**src/rtl/aes_stream_ctrl.sv**
```systemverilog
// aes_stream_ctrl: byte-stream front end for aes_core.
// Collects 16 rx bytes into a block and starts the core with a latched key and mode.
// It then waits, with a timeout, for the result and streams it back out as 16 tx bytes.
module aes_stream_ctrl #(
  parameter int unsigned TIMEOUT_CYCLES = 255
) (
  input  logic         clk_in,
  input  logic         rst_n_in,
  input  logic [127:0] key_in,
  input  logic         mode_in,
  input  logic [7:0]   rx_data_in,
  input  logic         rx_valid_in,
  output logic         rx_ready_out,
  output logic [7:0]   tx_data_out,
  output logic         tx_valid_out,
  input  logic         tx_ready_in,
  output logic         aes_init_out,
  output logic         aes_mode_out,
  output logic [127:0] aes_data_out,
  output logic [127:0] aes_key_out,
  input  logic [127:0] aes_data_in,
  input  logic         aes_valid_in,
  output logic         busy_out,
  output logic         error_out,
  output logic [15:0]  block_count_out
);

  typedef enum logic [1:0] {
    ST_COLLECT,
    ST_START,
    ST_WAIT,
    ST_SEND
  } state_e;

  // Timer value seen in the last allowed WAIT cycle; the error flop then rises
  // exactly TIMEOUT_CYCLES cycles after WAIT entry.
  localparam logic [15:0] TMO_LAST = 16'(TIMEOUT_CYCLES - 1);

  state_e         state_q, state_d;
  logic [3:0]     idx_q, idx_d;
  logic [119:0]   rx_buf_q, rx_buf_d;    // first 15 bytes; byte 16 joins on the fly
  logic [127:0]   tx_sr_q, tx_sr_d;
  logic [15:0]    timer_q, timer_d;
  logic [127:0]   aes_data_q, aes_data_d;
  logic [127:0]   aes_key_q, aes_key_d;
  logic           aes_mode_q, aes_mode_d;
  logic           aes_init_q, aes_init_d;
  logic           error_q, error_d;
  logic [15:0]    block_count_q, block_count_d;

  // Next-state and datapath updates for the collect/start/wait/send sequence
  always_comb begin
    state_d       = state_q;
    idx_d         = idx_q;
    rx_buf_d      = rx_buf_q;
    tx_sr_d       = tx_sr_q;
    timer_d       = timer_q;
    aes_data_d    = aes_data_q;
    aes_key_d     = aes_key_q;
    aes_mode_d    = aes_mode_q;
    aes_init_d    = 1'b0;
    error_d       = 1'b0;
    block_count_d = block_count_q;
    case (state_q)
      ST_COLLECT: begin
        if (rx_valid_in) begin
          rx_buf_d = {rx_buf_q[111:0], rx_data_in};
          idx_d    = idx_q + 4'd1;
          if (idx_q == 4'd15) begin
            aes_data_d = {rx_buf_q, rx_data_in};
            aes_key_d  = key_in;
            aes_mode_d = mode_in;
            aes_init_d = 1'b1;
            state_d    = ST_START;
          end
        end
      end
      ST_START: begin
        timer_d = '0;
        state_d = ST_WAIT;
      end
      ST_WAIT: begin
        timer_d = timer_q + 16'd1;
        if (aes_valid_in) begin
          tx_sr_d       = aes_data_in;
          block_count_d = block_count_q + 16'd1;
          state_d       = ST_SEND;
        end else if (timer_q == TMO_LAST) begin
          error_d = 1'b1;
          state_d = ST_COLLECT;
        end
      end
      ST_SEND: begin
        if (tx_ready_in) begin
          tx_sr_d = {tx_sr_q[119:0], 8'h00};
          idx_d   = idx_q + 4'd1;
          if (idx_q == 4'd15) begin
            state_d = ST_COLLECT;
          end
        end
      end
      default: state_d = ST_COLLECT;
    endcase
  end

  // State and datapath registers with asynchronous active-low reset
  always_ff @(posedge clk_in or negedge rst_n_in) begin
    if (!rst_n_in) begin
      state_q       <= ST_COLLECT;
      idx_q         <= '0;
      rx_buf_q      <= '0;
      tx_sr_q       <= '0;
      timer_q       <= '0;
      aes_data_q    <= '0;
      aes_key_q     <= '0;
      aes_mode_q    <= 1'b0;
      aes_init_q    <= 1'b0;
      error_q       <= 1'b0;
      block_count_q <= '0;
    end else begin
      state_q       <= state_d;
      idx_q         <= idx_d;
      rx_buf_q      <= rx_buf_d;
      tx_sr_q       <= tx_sr_d;
      timer_q       <= timer_d;
      aes_data_q    <= aes_data_d;
      aes_key_q     <= aes_key_d;
      aes_mode_q    <= aes_mode_d;
      aes_init_q    <= aes_init_d;
      error_q       <= error_d;
      block_count_q <= block_count_d;
    end
  end

  assign rx_ready_out    = (state_q == ST_COLLECT);
  assign tx_valid_out    = (state_q == ST_SEND);
  assign busy_out        = (state_q != ST_COLLECT) || (idx_q != 4'd0);
  assign tx_data_out     = tx_sr_q[127:120];
  assign aes_init_out    = aes_init_q;
  assign aes_mode_out    = aes_mode_q;
  assign aes_data_out    = aes_data_q;
  assign aes_key_out     = aes_key_q;
  assign error_out       = error_q;
  assign block_count_out = block_count_q;

endmodule

```
**config.mk**
```make
export PLATFORM = sky130hd
export DESIGN_NAME = aes_stream_ctrl
export DESIGN_NICKNAME = d
export VERILOG_FILES = /design/src/rtl/aes_stream_ctrl.sv
export SDC_FILE = /design/constraint.sdc
export NUM_CORES = 1
export LEC_CHECK = 0
export CORE_ASPECT_RATIO = 0.7
export CORE_MARGIN = 8
export CORE_UTILIZATION = 25
export DETAILED_ROUTE_END_ITERATION = 12
export GPL_TIMING_DRIVEN = 0
export PLACE_DENSITY_LB_ADDON = 0.3
export SETUP_SLACK_MARGIN = 0.1
export SYNTH_ARGS = -nofsm -noshare
export SYNTH_HDL_FRONTEND = slang
export SYNTH_SLANG_ARGS = --single-unit
```
**constraint.sdc**
```tcl
create_clock -name clk_in -period 2 [get_ports clk_in]
set_input_delay 0.2 -clock clk_in [delete_from_list [all_inputs] [get_ports clk_in]]
set_output_delay 0.2 -clock clk_in [all_outputs]
set_load 0.02 [all_outputs]
```
==> out/results.txt, run 1 <==
status = finished, violations left
failing checks = hold timing
worst slew pin tran = 0.734 ns
Clock Power Share = 25.6%
share of cells above drive strength 1 = 27.6%
Sw Share = 33.3%
syn nets = 1822
Seq/Total Area, Yosys = 62.9%
vias per inst = 4.35
Post-synth top flop = dfrtp_1
DRC violations left = 0
Iter 0 DRT Violations = 693
Max Buffers Root-to-Sink = 3
Int Pwr = 29.3 mW
Slew headroom = 51.1%
footprint of the multi-input gates = 7910 um2
routed len/inst = 20.7 um
Post-synth EDFFs = 0
Reg power frac = 39.2%
Final min period = 1.98 ns
total power = 43.9 mW
RSZ-0062 raised after global routing = true
vias in the first global route = 16.0k
Syn. warnings = 0
largest net degree at the start of global routing = 124
Hold WC Path Type = in -> async
final estimated routing congestion in global placement = 0.810
total track usage = 13.7%
Pre-antenna DRT Iters = 5
Syn Area/Cell = 14.0 um2
final hold viol count = 88
synthesized instance count = 1544
flops & latches, synth = 545
Setup crit start kind = flip-flop
top cells by area, synth = dfrtp_1 63%, mux2_2 18%, mux2i_1 5.6%
share of the synthesized area in the top cell type = 62.9%
Max rail drop VDD = 0.661 mV
Area growth syn-to-layout = 48.4%
Root Buffer = clkbuf_16
initial cell density of the core = 25.2%
fillers = 8156
first-pass GRT wire length = 103000 um
Final WS setup = 0.0238 ns
async set or reset register ratio after synthesis = 100%
Site Rows = 90
CTS tree = built
Max Slew Vio Count = 0
vias = 14.8k
Crit. End Element = flip-flop
Finished Cell Area = 32200 um2
flop-to-flop setup slack = 0.02 ns
Leak = 14.6 nW
Core Area = 86000 um2
DP Area = 28800 um2
Power per Cell Area = 1360 nW/um2
CTS sink cnt = 545
Die X = 368 um
area of the mapped netlist = 21700 um2
number of port buffers = 555
pre-CTS setup slack = -0.966 ns
count leader, synth = dfrtp_1
max-cap viol count = 0
post-synth top area cell = dfrtp_1
worst r2r src = state_q[1]$_DFFE_PN0P_
boundary pin count = 556
Max Fclk = 0.506 GHz
DRT antenna net count = 0
drt total wl = 70400 um
Final Skew = 0.0235 ns
worst skew pair latency = 0.62 ns
CTS buffer count = 58
Commonest cells post-synth = 545 x dfrtp_1, 347 x mux2_2, 140 x nand2_1
CTS clk-pin slew, worst paths = 0.06 ns
Final #Nets = 2474
Net Switching = 14.6 mW
register area = 13600 um2
H-tree depth = 2
WHS = -0.424 ns
Worst EP required = 2.50 ns
crit share post-route = 98.8%
critical path class = reg -> reg
crit-path max FO = 7
# setup viols final = 0
end of the worst register-to-register path = aes_key_out[87]$_DFFE_PN0P_
worst path arrival time = 2.48 ns
total grt overflow = 0
Comb pwr share = 35.3%
initial antenna violation count = 5
Die Y = 262 um
Worst R2R Path Depth = 10
Die ar. = 96600 um2
Synth cell types = 45
post-DP HPWL = 51700 um
routing by layer:
metal / up-vias / track usage [%] / part of all wire [%]
met5: - / 0 / 0.048
met4: 6 / 3.25 / 2.1
met3: 94 / 5.20 / 8.1
met2: 391 / 22.7 / 48
met1: 7556 / 16.8 / 42
li1: 6736 / - / -
worst max-delay path, stage by stage, from the launching register on:
cell,delay (ns)
dfrtp_2,0.45
inv_2,0.09
ha_4,0.18
nand2_8,0.06
nor2_4,0.14
buf_8,0.12
buf_12,0.11
clkbuf_16,0.19
buf_12,0.12
buf_16,0.10
mux2_2,0.32
power groups by stage:
stage	Combinational, mW	Clock [mW]	Sequential (mW)
6_report	15.5	11.2	17.2
5_1_grt	16.8	12.1	17.7
4_1_cts	15.2	11.6	17.2
3_5_place_dp	14.4	0	17.4
3_3_place_gp	14.0	0	17.3
2_1_floorplan	7.00	0	18.1
layout make-up:
class / count / share of cell area [%]
buffer: 94 / 3.24
timing repair buffer: 592 / 19.0
multi-input combinational: 896 / 24.6
clock inverter: 21 / 0.824
tap: 1150 / 4.47
antenna: 2 / 0.0156
inverter: 9 / 0.105
clock buffer: 86 / 5.40
sequential: 545 / 42.4
stage by stage:
step | std cells | hold slack, ns | util, % | TNS (ns)
2_1_floorplan | 1544 | -0.0956 | - | 0
3_3_place_gp | 3249 | 0.458 | 33.4 | -
3_5_place_dp | 3253 | 0.255 | 33.5 | -435.17
4_1_cts | 3379 | -0.434 | 36.7 | 0
5_1_grt | 3393 | -0.405 | 37.4 | -1.44
6_report | 3395 | -0.424 | 37.4 | 0
placed cells by master, fill, tap and decap left out, types with 10 or more instances in the layout:
master / Yosys / routed
buf_12: 0 / 16
buf_4: 8 / 23
buf_6: 0 / 14
buf_8: 0 / 14
clkbuf_1: 47 / 12
clkbuf_16: 0 / 67
clkbuf_2: 0 / 16
clkbuf_8: 0 / 35
clkdlybuf4s50_1: 0 / 491
dfrtp_1: 545 / 544
dlygate4sd2_1: 0 / 60
mux2_1: 31 / 10
mux2_2: 347 / 304
mux2_4: 0 / 64
mux2i_1: 122 / 120
nand2_1: 140 / 139
nand3_1: 12 / 11
o21ai_0: 120 / 104
o21ai_1: 7 / 22
xnor2_1: 16 / 16
state kept, by name (all words and copies together), names as in the netlist:
register         flops
aes_key_out        128
aes_mode_out         1
state_q              2
aes_data_out       128
aes_init_out         1
idx_q                4
timer_q             16
tx_sr_q            128
rx_buf_q           120
block_count_out     16
error_out            1
kinds of logic (layout without fill, tap and decap cells):
group	after synthesis	count (layout)	share of synthesized area (%)
buffers and inverters	103	802	2.13
other	0	2	0
multiplexers	500	500	25.3
flip-flops	545	545	62.9
adder cells (fa/ha/maj)	8	8	0.461
XOR/XNOR	23	23	0.929
AO/OA/AOI/OAI	152	152	3.82
AND/OR/NAND/NOR	213	213	4.53
repair_timing:
item / in CTS / in global routing
setup buffers: 14 / 8
gates resized for setup: 256 / 100
gates cloned: 5 / 6
hold endpoints to repair: 88 / 88
endpoints found under the setup margin: 575 / 538
pin swaps: 3 / 2
how the worst max path moves through the flow:
stage / endpoint / cells past startpoint / start
after global routing: aes_key_out[86]$_DFFE_PN0P_ / 10 / state_q[1]$_DFFE_PN0P_
after CTS: aes_key_out[119]$_DFFE_PN0P_ / 10 / state_q[1]$_DFFE_PN0P_
final: aes_key_out[87]$_DFFE_PN0P_ / 10 / state_q[1]$_DFFE_PN0P_
after detailed placement: tx_sr_q[16]$_DFFE_PN0P_ / 8 / state_q[1]$_DFFE_PN0P_
after floorplan: rx_buf_q[0]$_DFFE_PN0P_ / 6 / state_q[0]$_DFFE_PN0P_
after global placement: aes_data_out[60]$_DFFE_PN0P_ / 1 / rst_n_in
Note: power is estimated with default switching activity, not from simulation.
==> run 2: changes to the inputs <==
Settings changed: HOLD_SLACK_MARGIN set to 0.15, REMOVE_ABC_BUFFERS set to 1.
Clock period 2 ns to 2.5 ns, I/O delays scaled along.
==> out/results.txt, run 2 (synthesis gave the netlist of run 1 again) <==
critical path class = reg -> reg (unchanged)
most used cell, CP = buf_8 (was buf_12)
commonest non-fill, non-tap cells in the layout = 551 x clkdlybuf4s50_1, 543 x dfrtp_1, 347 x mux2_2, 135 x nand2_1, 122 x mux2i_1 (was 544 x dfrtp_1, 491 x clkdlybuf4s50_1, 304 x mux2_2, 139 x nand2_1, 120 x mux2i_1)
end of the worst register-to-register path = tx_sr_q[82]$_DFFE_PN0P_ (was aes_key_out[87]$_DFFE_PN0P_)
final estimated routing congestion in global placement = 0.789 (was 0.810)
Die Y = 262 um (unchanged)
Crit. End Element = flip-flop (unchanged)
Iter 0 DRT Violations = 560 (was 693)
# setup viols final = 0 (unchanged)
max-cap viol count = 0 (unchanged)
Pre-antenna DRT Iters = 4 (was 5)
DRC violations left = 0 (unchanged)
Slowest-stage cell, CP = dfrtp_2 (unchanged)
Die X = 368 um (unchanged)
Max Buffers Root-to-Sink = 3 (unchanged)
Critical Path End = tx_sr_q[82]$_DFFE_PN0P_ (was aes_key_out[87]$_DFFE_PN0P_)
grt met1 use = 15.4% (was 16.8%)
CTS clk-pin slew, worst paths = 0.06 ns (about the same)
RSZ-0062 raised after global routing = true (unchanged)
worst slew pin tran = 0.712 ns (was 0.734 ns)
share of cells above drive strength 1 = 25.8% (was 27.6%)
crit share post-route = 92.8% (was 98.8%)
Reg power frac = 38.4% (was 39.2%)
Power per Cell Area = 1100 nW/um2 (was 1360 nW/um2)
worst r2r src = state_q[1]$_DFFE_PN0P_ (unchanged)
Area growth syn-to-layout = 47.6% (was 48.4%)
Int Pwr = 23.8 mW (was 29.3 mW)
initial antenna violation count = 7 (was 5)
vias per inst = 4.26 (was 4.35)
Leak = 14.3 nW (was 14.6 nW)
CTS sink cnt = 545 (unchanged)
crit-path max FO = 8 (was 7)
flop-to-flop setup slack = 0.18 ns (was 0.02 ns)
post-DP HPWL = 42100 um (was 51700 um)
Max rail drop VDD = 0.498 mV (was 0.661 mV)
Max Fclk = 0.431 GHz (was 0.506 GHz)
DRT antenna net count = 0 (unchanged)
ant diodes = 0 (was 2)
Setup crit start kind = flip-flop (unchanged)
routing usage on met3 = 4.48% (was 5.20%)
vias in the first global route = 15.7k (was 16.0k)
initial cell density of the core = 25.2% (unchanged)
CTS tree = built (unchanged)
crit path from = state_q[1]$_DFFE_PN0P_ (unchanged)
Worst EP required = 3.00 ns (was 2.50 ns)
Comb pwr share = 35.7% (was 35.3%)
worst path arrival time = 2.82 ns (was 2.48 ns)
WHS = 0.229 ns (was -0.424 ns)
pre-CTS setup slack = -1.33 ns (was -0.966 ns)
largest net degree at the start of global routing = 116 (was 124)
global route hottest layer = met2 (unchanged)
crit-path cells = ha_4 -> nand2b_4 -> o211ai_1 -> buf_4 -> buf_6 -> buf_12 -> buf_12 -> buf_8 -> buf_8 -> buf_8 -> buf_8 -> buf_12 -> buf_8 -> nand2_1 -> o21ai_2 (was inv_2 -> ha_4 -> nand2_8 -> nor2_4 -> buf_8 -> buf_12 -> clkbuf_16 -> buf_12 -> buf_16 -> mux2_2)
Setup TNS = 0 ns (unchanged)
Final Skew = 0.0109 ns (was 0.0235 ns)
CTS buffer count = 59 (was 58)
Final #Nets = 2444 (was 2474)
CP peak stage delay = 0.46 ns (was 0.45 ns)
total track usage = 12.5% (was 13.7%)
Slew headroom = 52.5% (was 51.1%)
Core Area = 86000 um2 (unchanged)
GR met2 Demand/Resource = 20.8% (was 22.7%)
Max Slew Vio Count = 0 (unchanged)
Util after Layout = 37.2% (was 37.4%)
status = complete, no violations (was finished, violations left)
Sw Share = 32.2% (was 33.3%)
Final WS setup = 0.179 ns (was 0.0238 ns)
boundary pin count = 556 (unchanged)
Die ar. = 96600 um2 (unchanged)
Site Rows = 90 (unchanged)
Clock Power Share = 26.0% (was 25.6%)
Inst Count DP = 3190 (was 3253)
H-tree depth = 2 (unchanged)
most common cell after layout, fill and taps aside = clkdlybuf4s50_1 (was dfrtp_1)
Worst R2R Path Depth = 15 (was 10)
Root Buffer = clkbuf_16 (unchanged)
total grt overflow = 0 (unchanged)
Final min period = 2.32 ns (was 1.98 ns)
first-pass GRT wire length = 96500 um (was 103000 um)
final hold viol count = 0 (was 88)
worst skew pair latency = 0.61 ns (was 0.62 ns)
number of port buffers = 555 (unchanged)
drt total wl = 61900 um (was 70400 um)
vias = 14.3k (was 14.8k)
Hold WC Path Type = in -> reg (was in -> async)
routed len/inst = 18.4 um (was 20.7 um)
Net Switching = 11.3 mW (was 14.6 mW)
Finished Layout Cells = 3367 (was 3395)
-- run 2: cell count changes in the layout (fill, tap and decap cells not counted), sizes merged --
cell / before / now
buf: 81 / 89
dlygate4sd3: 0 / 1
clkinv: 8 / 10
nand2: 140 / 141
clkbuf: 139 / 90
dlygate4sd2: 60 / 2
bufinv: 5 / 6
diode: 2 / 0
bufbuf: 0 / 7
clkdlybuf4s50: 491 / 551
clkinvlp: 5 / 6
-- run 2: critical path, delay by kind of cell, from the launching register on --
family	cells	cell delay, ns
compound gates	2	0.18
fa+ha+maj	1	0.20
buf+inv	10	1.20
flops	1	0.46
simple gates	2	0.14
-- run 2: final cells by class --
| type | count | area (um2) |
|---|---|---|
| tap | 1150 | 1440 |
| inverter | 9 | 36.3 |
| timing repair buffer | 654 | 7150 |
| clock buffer | 87 | 1740 |
| multi-input combinational | 897 | 7700 |
| sequential | 545 | 13600 |
| fill | 8260 | 54000 |
| clock inverter | 25 | 305 |
-- run 2: layer usage --
metal / vias to the layer above / share of wire, % / routed length (um)
met5: - / 0.12 / 76
li1: 6693 / - / -
met2: 340 / 48 / 29800
met1: 7180 / 42 / 26100
met4: 12 / 2.0 / 1260
met3: 102 / 7.7 / 4740
-- run 2: metrics by stage --
stage,instance area (um2),total power [mW]
final,32000,35.1
after global routing,32000,37.4
after detailed placement,28900,24.9
after CTS,31800,35.5
after floorplan,21300,19.3
after global placement,28300,22.2
-- run 2: power groups by stage --
stage          Clock [mW]  Combinational [mW]  Sequential (mW)
5_1_grt              9.84                13.7             13.9
3_5_place_dp            0                11.3             13.7
2_1_floorplan           0                4.82             14.5
6_report             9.12                12.5             13.5
4_1_cts              9.51                12.5             13.5
3_3_place_gp            0                9.02             13.2
-- run 2: what timing repair did --
action                                  CTS  global route
endpoints found under the hold margin    89             0
hold buffers                              1             0
gates cloned                             11             3
pin swaps                                 7             2
endpoints found under the setup margin  384           141
buffers inserted                         41            11
resized for setup                        47            29
-- run 2: how the worst min path moves through the flow --
stage	start	end	slack [ns]	cells after the start
2_1_floorplan	rst_n_in	aes_data_out[0]$_DFFE_PN0P_	-0.05	0
4_1_cts	key_in[40]	aes_key_out[40]$_DFFE_PN0P_	0.18	2
3_3_place_gp	block_count_out[15]$_DFFE_PN0P_	block_count_out[15]$_DFFE_PN0P_	0.46	1
6_report	key_in[55]	aes_key_out[55]$_DFFE_PN0P_	0.23	2
5_1_grt	key_in[13]	aes_key_out[13]$_DFFE_PN0P_	0.20	2
3_5_place_dp	rst_n_in	aes_key_out[50]$_DFFE_PN0P_	0.34	1
==> run 3: changes to the inputs <==
Settings changed: CAP_MARGIN set to 5.
==> out/results.txt, run 3 (synthesis gave the netlist of run 1 again) <==
Final WS setup = 0.183 ns (was 0.179 ns)
CP delay by family, top = buffers and inverters (unchanged)
worst-case hold path end point = aes_key_out[53]$_DFFE_PN0P_ (was aes_key_out[55]$_DFFE_PN0P_)
Site Rows = 90 (unchanged)
CTS clk-pin slew, worst paths = 0.06 ns (about the same)
first-pass GRT wire length = 95500 um (was 96500 um)
Setup TNS = 0 ns (unchanged)
crit-path cells = inv_2 -> ha_4 -> nand2_8 -> buf_16 -> nor2_4 -> buf_16 -> buf_16 -> buf_16 -> buf_16 -> clkbuf_16 -> mux2_2 (was ha_4 -> nand2b_4 -> o211ai_1 -> buf_4 -> buf_6 -> buf_12 -> buf_12 -> buf_8 -> buf_8 -> buf_8 -> buf_8 -> buf_12 -> buf_8 -> nand2_1 -> o21ai_2)
DP Area = 28900 um2 (unchanged)
Final Skew = 0.0230 ns (was 0.0109 ns)
crit-path max FO = 14 (was 8)
worst skew pair latency = 0.63 ns (was 0.61 ns)
boundary pin count = 556 (unchanged)
Pre-antenna DRT Iters = 4 (unchanged)
Inst Count DP = 3190 (unchanged)
total grt overflow = 0 (unchanged)
Reg power frac = 38.3% (was 38.4%)
Finished Cell Area = 32100 um2 (was 32000 um2)
CTS sink cnt = 545 (unchanged)
Max Fclk = 0.432 GHz (was 0.431 GHz)
number of port buffers = 555 (unchanged)
Int Pwr = 23.9 mW (was 23.8 mW)
largest net degree at the start of global routing = 116 (unchanged)
vias in the first global route = 15.6k (was 15.7k)
Final #Nets = 2444 (unchanged)
Net Switching = 11.2 mW (was 11.3 mW)
Slowest-stage cell, CP = dfrtp_2 (unchanged)
Die Y = 262 um (unchanged)
critical path class = reg -> reg (unchanged)
most used cell, CP = buf_16 (was buf_8)
Sw Share = 32.0% (was 32.2%)
Die ar. = 96600 um2 (unchanged)
CTS tree = built (unchanged)
final hold viol count = 0 (unchanged)
final estimated routing congestion in global placement = 0.789 (unchanged)
worst path arrival time = 2.82 ns (about the same)
Hold Path Depth = 2 (unchanged)
status = complete, no violations (unchanged)
Iter 0 DRT Violations = 635 (was 560)
worst slew pin tran = 0.719 ns (was 0.712 ns)
commonest non-fill, non-tap cells in the layout = 551 x clkdlybuf4s50_1, 543 x dfrtp_1, 347 x mux2_2, 135 x nand2_1, 122 x mux2i_1 (unchanged)
most common cell after layout, fill and taps aside = clkdlybuf4s50_1 (unchanged)
CP bufs+invs = 7 (was 10)
Comb pwr share = 34.9% (was 35.7%)
crit path from = state_q[1]$_DFFE_PN0P_ (unchanged)
RSZ-0062 raised after global routing = true (unchanged)
CP peak stage delay = 0.46 ns (about the same)
global route hottest layer = met2 (unchanged)
# setup viols final = 0 (unchanged)
Leak = 14.4 nW (was 14.3 nW)
Hold WC Path Type = in -> reg (unchanged)
total power = 35.2 mW (was 35.1 mW)
Max rail drop VDD = 0.567 mV (was 0.498 mV)
routing usage on met3 = 4.40% (was 4.48%)
Root Buffer = clkbuf_16 (unchanged)
Power per Cell Area = 1100 nW/um2 (about the same)
Util after Layout = 37.3% (was 37.2%)
Worst EP required = 3.00 ns (about the same)
crit share post-route = 92.7% (was 92.8%)
ant diodes = 0 (unchanged)
DRT antenna net count = 0 (unchanged)
Die X = 368 um (unchanged)
initial cell density of the core = 25.2% (unchanged)
max-cap viol count = 0 (unchanged)
Slew headroom = 52.0% (was 52.5%)
Crit. End Element = flip-flop (unchanged)
CTS buffer count = 58 (was 59)
drt total wl = 61700 um (was 61900 um)
share of cells above drive strength 1 = 25.7% (was 25.8%)
vias per inst = 4.27 (was 4.26)
DRC violations left = 0 (unchanged)
grt met1 use = 15.0% (was 15.4%)
Setup crit start kind = flip-flop (unchanged)
vias = 14.4k (was 14.3k)
Clock Power Share = 26.7% (was 26.0%)
Worst R2R Path Depth = 11 (was 15)
Finished Layout Cells = 3363 (was 3367)
Core Area = 86000 um2 (unchanged)
GR met2 Demand/Resource = 20.5% (was 20.8%)
Final min period = 2.32 ns (about the same)
H-tree depth = 2 (unchanged)
worst min-delay path startpoint = key_in[53] (was key_in[55])
WHS = 0.219 ns (was 0.229 ns)
initial antenna violation count = 7 (unchanged)
post-DP HPWL = 42000 um (was 42100 um)
routed len/inst = 18.3 um (was 18.4 um)
total track usage = 12.3% (was 12.5%)
pre-CTS setup slack = -1.32 ns (was -1.33 ns)
flop-to-flop setup slack = 0.18 ns (about the same)
worst r2r src = state_q[1]$_DFFE_PN0P_ (unchanged)
Area growth syn-to-layout = 47.8% (was 47.6%)
Max Buffers Root-to-Sink = 3 (unchanged)
Max Slew Vio Count = 0 (unchanged)
end of the worst register-to-register path = aes_key_out[81]$_DFFE_PN0P_ (was tx_sr_q[82]$_DFFE_PN0P_)
-- run 3: cell count changes in the layout (fill, tap and decap cells not counted), moves of 3 or more --
cell	before	now
clkbuf_1	12	9
o21ai_1	14	17
bufinv_16	6	9
dlygate4sd3_1	1	4
buf_8	12	9
buf_6	6	9
inv_6	3	0
-- run 3: final cells by class --
class | instances | area (um2)
multi-input cells | 897 | 7700
inverters | 9 | 36.3
fillers | 8262 | 54000
flip-flops and latches | 545 | 13600
well taps | 1150 | 1440
clock inverters | 23 | 392
repair buffers | 655 | 7140
clock buffers | 84 | 1720
-- run 3: timing repair --
item                                    in CTS  in global routing
hold endpoints to repair                    92                  0
gates resized for setup                     46                 26
endpoints found under the setup margin     384                131
hold buffers                                 4                  0
buffers inserted                            31                 16
cloned                                      11                  4
pin swaps                                    6                  2
-- run 3: worst max path at each step --
| stage | end | depth (start not counted) |
|---|---|---|
| after detailed placement | tx_sr_q[98]$_DFFE_PN0P_ | 12 |
| after global placement | aes_key_out[48]$_DFFE_PN0P_ | 5 |
| after global routing | tx_sr_q[97]$_DFFE_PN0P_ | 13 |
| after CTS | tx_sr_q[89]$_DFFE_PN0P_ | 11 |
| after floorplan | aes_data_out[0]$_DFFE_PN0P_ | 5 |
| final | aes_key_out[81]$_DFFE_PN0P_ | 11 |
-- run 3: power groups by stage --
stage / Sequential (mW) / Clock, mW / Combinational [mW]
after floorplan: 14.5 / 0 / 4.82
final: 13.5 / 9.41 / 12.3
after CTS: 13.5 / 9.83 / 12.3
after detailed placement: 13.6 / 0 / 11.3
after global routing: 13.9 / 10.1 / 13.4
after global placement: 13.2 / 0 / 9.02
-- run 3: metal layers --
metal  vias up  wire length, um
met3       110             4870
met2       351            29500
met5         -               69
met1      7203            25700
li1       6690                -
met4        12             1580
